===== config.mk =====
export PLATFORM = sky130hd
export DESIGN_NAME = mux_rr_nx1
export DESIGN_NICKNAME = d
export VERILOG_FILES = /design/src/rtl/mux_rr_nx1.sv
export SDC_FILE = /design/constraint.sdc
export NUM_CORES = 1
export LEC_CHECK = 0
export ABC_CLOCK_PERIOD_IN_PS = 4500
export CAP_MARGIN = 25
export CORE_ASPECT_RATIO = 0.5
export CORE_MARGIN = 4
export CORE_UTILIZATION = 40
export DETAILED_ROUTE_END_ITERATION = 16
export GPL_ROUTABILITY_DRIVEN = 0
export GPL_TIMING_DRIVEN = 0
export HOLD_SLACK_MARGIN = 0.08
export PLACE_DENSITY = 0.77
export SLEW_MARGIN = 10
export SYNTH_ARGS = -nofsm -noshare
export SYNTH_HDL_FRONTEND = slang
export SYNTH_SLANG_ARGS = --single-unit
export TNS_END_PERCENT = 100

===== constraint.sdc =====
create_clock -name clk -period 4.5 [get_ports clk]
set_clock_uncertainty 0.1 [all_clocks]
set_input_delay 0.9 -clock clk [delete_from_list [all_inputs] [get_ports clk]]
set_output_delay 0.9 -clock clk [all_outputs]
set_load 0.05 [all_outputs]

===== src/rtl/mux_rr_nx1.sv =====
// mux_rr_nx1: N:1 registered channel multiplexer with per-lane pop strobes.
// Two run-time modes:
//   mode=0  TDM: one fixed slot per advance, an empty slot emits idle.
//   mode=1  round-robin: skips empty lanes, starting the search at ptr.
// Handshake: an advance happens on every rising edge with out_ready=1.
// pop[i] is a combinational strobe meaning "lane i is consumed on this edge".
// Optional feature macro: MUX_RR_CH_ID_EN adds the ch_id output (source lane of data_out).
module mux_rr_nx1 #(
  parameter int WIDTH  = 8,
  parameter int NUM_CH = 4,
  localparam int SEL_W = $clog2(NUM_CH)
) (
  input  logic                    clk,
  input  logic                    reset,
  input  logic [WIDTH*NUM_CH-1:0] data_in,
  input  logic [NUM_CH-1:0]       valid_in,
  output logic [NUM_CH-1:0]       pop,
  input  logic                    mode,
  input  logic                    out_ready,
  output logic [WIDTH-1:0]        data_out,
  output logic                    valid_out
`ifdef MUX_RR_CH_ID_EN
  ,
  output logic [SEL_W-1:0]        ch_id
`endif
);

  logic [SEL_W-1:0]    ptr;
  logic [SEL_W-1:0]    ptr_nxt;
  logic [2*NUM_CH-1:0] valid_dbl;
  logic [NUM_CH-1:0]   valid_rot;
  logic                sel_found;
  int                  sel_off;
  int                  sel_idx;
  logic [WIDTH-1:0]    sel_data;
  logic                fire;

  // Choose the lane to serve: the slot at ptr (TDM) or the first valid lane at or after ptr (RR).
  always_comb begin
    valid_dbl = {valid_in, valid_in};
    valid_rot = valid_dbl[NUM_CH-1:0];
    sel_found = 1'b0;
    sel_off   = 0;
    sel_idx   = int'(ptr);
    if (!mode) begin
      sel_found = valid_in[ptr];
    end else begin
      valid_dbl = valid_dbl >> ptr;
      valid_rot = valid_dbl[NUM_CH-1:0];
      for (int i = 0; i < NUM_CH; i++) begin
        if (!sel_found && valid_rot[i]) begin
          sel_found = 1'b1;
          sel_off   = i;
        end
      end
      sel_idx = int'(ptr) + sel_off;
      if (sel_idx >= NUM_CH) sel_idx = sel_idx - NUM_CH;
    end
  end

  // Mux the selected lane's data and raise its pop strobe when the stage advances.
  always_comb begin
    sel_data = '0;
    pop      = '0;
    fire     = reset && out_ready && sel_found;
    for (int c = 0; c < NUM_CH; c++) begin
      if (c == sel_idx) begin
        sel_data = data_in[c*WIDTH +: WIDTH];
        pop[c]   = fire;
      end
    end
  end

  // Next slot pointer; wrap is an explicit compare so non-power-of-two NUM_CH works.
  always_comb begin
    ptr_nxt = ptr;
    if (!mode) begin
      ptr_nxt = (ptr == SEL_W'(NUM_CH - 1)) ? '0 : ptr + SEL_W'(1);
    end else if (sel_found) begin
      ptr_nxt = (sel_idx == NUM_CH - 1) ? '0 : SEL_W'(sel_idx + 1);
    end
  end

  // Output stage and pointer; everything holds while out_ready is low.
  always_ff @(posedge clk or negedge reset) begin
    if (!reset) begin
      ptr       <= '0;
      data_out  <= '0;
      valid_out <= 1'b0;
    end else if (out_ready) begin
      ptr       <= ptr_nxt;
      valid_out <= sel_found;
      data_out  <= sel_found ? sel_data : '0;
    end
  end

`ifdef MUX_RR_CH_ID_EN
  // Source lane tag: TDM always records the slot, RR only updates when a lane was served.
  always_ff @(posedge clk or negedge reset) begin
    if (!reset) begin
      ch_id <= '0;
    end else if (out_ready && (!mode || sel_found)) begin
      ch_id <= SEL_W'(sel_idx);
    end
  end
`endif

endmodule


==> run metrics <==
Final setup viols=0; dpl hpwl=2560 um; Main synth FF type=dfrtp_1; Max-Cap Viols=0; Logic pwr share=77.1%; clock sink count=11; DRT Pass-1 Iters=4; Ant. Diodes=0; TritonCTS clock tree=done; vias per cell=5.32; Worst-Skew Late Latency=230 ps; Worst Path Arrival=3350 ps; CP Max Fanout=9; largest net degree at the start of global routing=18; wire per inst=14.6 um; max-slew violations=0; HP Class=reg -> reg; initial antenna violation count=0; H-tree Lvls=1; Synth cell types=39; final worst path period share=96.7%; Tmin final=4350 ps; DIE AREA=0.00374 mm^2; critical path, cell by cell=buf_4, nor2b_4, a21oi_1, o21ai_0, o21a_1, ha_1, inv_1, fa_2, a21oi_2, ha_1, clkbuf_4, a21boi_2, and3_1, buf_6; Relative slew margins=57.9%; Clock transition at path regs=50 ps; root buf cell=clkbuf_8; Overall Global Routing Usage=17.1%; cts hold-fix bufs=0; CORE AREA=0.00262 mm^2; final cell count without fillers=222; cell mode on critical path=ha_1; Setup CP Type=in -> out; Cells after Synth=129; routed vias=1180; slowest cell on the critical path=fa_2; Die Wd=82.5 um; Syn Area/Cell=8.61 um^2; Area Growth Syn to Fin=58.4%; Final Power=1120 uW; Port Buffers=51; Yosys reg bits=11; Clk network pwr share=8.8%; initial core utilization=42.4%; first-pass GRT wire length=4820 um; Max Fclk=230 MHz; fraction of layout cells with a size suffix above 1=18.9%; Slew @ Worst Pin=629 ps; CP bufs+invs=4; CP Launch Type=input pin; CP Capture Type=output port; final wirelength=3230 um; register area share after synthesis=24.8%; synth warn=0; GRT overflow=0; Post-Syn Nets=177; PD cells=638 mW/mm^2; DRC violations left=0; placed inst area=0.00167 mm^2; DRT antenna net count=0; DIE HEIGHT=45.3 um; # placed instances=217; Fin. Hold Viols=0; Post-synth ARST share=100%; Leakage=0.000780 uW; vias in the first global route=1102; power share of the sequential group=14.1%; clock buffer depth=2; delay-heaviest family, CP=compound AO/OA/AOI/OAI gates; I/O pin count=53; P_sw=536 uW; number of synthesized flops with an enable pin=0; Sw Ratio=47.7%; post-route cell area=0.00176 mm^2; Critical Path Max Stage Delay=430 ps; P_int=587 uW; outcome=finished clean; Filler Cells Inserted=231; cts bufs inserted=3; site row count=13; nets=234; CP required=3500 ps; Max IR drop VDD=0.244 mV; synthesized area=0.00111 mm^2; DR iter-0 viols=29
kinds of logic (layout without fill, tap and decap cells):
| logic type | count (synthesis) | after routing | share of synthesized area, % |
|---|---|---|---|
| buffers and inverters | 26 | 82 | 10.7 |
| AOI/OAI and AO/OA | 52 | 52 | 34.7 |
| DFF | 11 | 11 | 24.8 |
| muxes | 1 | 1 | 1.01 |
| adders and majority gates | 8 | 8 | 9.68 |
| and+or+nand+nor | 31 | 31 | 19.1 |
path summary, 6_finish.rpt:
path | start | endpoint | slack [ps] | cells after the start
worst max-delay path | valid_in[3] | pop[3] | 150 | 14
max in group asynchronous | reset | ptr[1]$_DFFE_PN0P_ | 2940 | 1
min in group asynchronous | reset | data_out[1]$_DFFE_PN0P_ | 950 | 1
worst max register to register | ptr[1]$_DFFE_PN0P_ | data_out[6]$_DFFE_PN0P_ | 1180 | 15
worst min-delay path | valid_out$_DFFE_PN0P_ | valid_out$_DFFE_PN0P_ | 390 | 1
worst min register to register | valid_out$_DFFE_PN0P_ | valid_out$_DFFE_PN0P_ | 390 | 1
power groups by stage:
| stage | clock network [uW] | logic (uW) | registers [uW] |
|---|---|---|---|
| after floorplan | 0 | 518 | 244 |
| after global placement | 0 | 797 | 159 |
| after detailed placement | 0 | 818 | 161 |
| after CTS | 102 | 831 | 159 |
| after global routing | 104 | 954 | 163 |
| final | 98.4 | 867 | 159 |
routing by layer:
metal	global-route usage [%]	part of all wire, %	vias to the layer above
li1	-	-	588
met1	18.7	42	554
met5	0	0	-
met4	6.51	1.1	0
met3	3.98	6.7	4
met2	32.5	50	34
flip-flops by register name, indices dropped and copies added (netlist names):
register,cells
data_out,8
ptr,2
valid_out,1
area by class of cell:
type | instances | area (um^2) | share of cell area [%]
Multi-Input combinational cell | 92 | 752 | 42.7
Clock buffer | 4 | 45.0 | 2.56
Sequential cell | 11 | 275 | 15.6
Timing Repair Buffer | 53 | 524 | 29.8
Inverter | 16 | 60.1 | 3.41
Tap cell | 37 | 46.3 | 2.63
Buffer | 9 | 57.6 | 3.27
stage by stage:
step | util (%) | setup WS, ps | hold WS, ps | setup TNS (ps)
floorplan | - | 120 | 504 | 0
global placement | 63.7 | -1170 | 365 | -4490
detailed placement | 63.7 | -1280 | 376 | -4680
CTS | 65.6 | -36.0 | 388 | -52.1
global route | 67.2 | -30.2 | 406 | -30.2
finish | 67.2 | 147 | 386 | 0
Yosys cell counts, drive strengths merged (4+ instances only):
cell type   n  area [um^2]
a21oi      16         83.8
inv        16         60.1
dfrtp      11          275
buf         8         51.3
a221o       7         70.1
a22oi       7         52.6
ha          7         87.6
o2bb2ai     7         61.3
and3        4         25.0
nand2       4         15.0
nand2b      4         25.0
nor2        4         15.0
nor2b       4         25.0
cell usage in the layout, fill, tap and decap left out, drive strengths merged, types with 4 or more instances in the layout:
master / count
dfrtp: 11
ha: 7
and3: 4
nand2: 4
a21oi: 16
nand2b: 4
o2bb2ai: 7
a22oi: 7
nor2b: 4
nor2: 4
clkbuf: 7
a221o: 7
inv: 16
buf: 15
clkdlybuf4s50: 44
repair_timing:
item	in CTS	in global routing
pin swaps	1	2
endpoints found under the hold margin	0	0
setup buffers	1	1
setup endpoints to repair	4	4
resized for setup	39	18
Power figures use the tool's default switching activity.
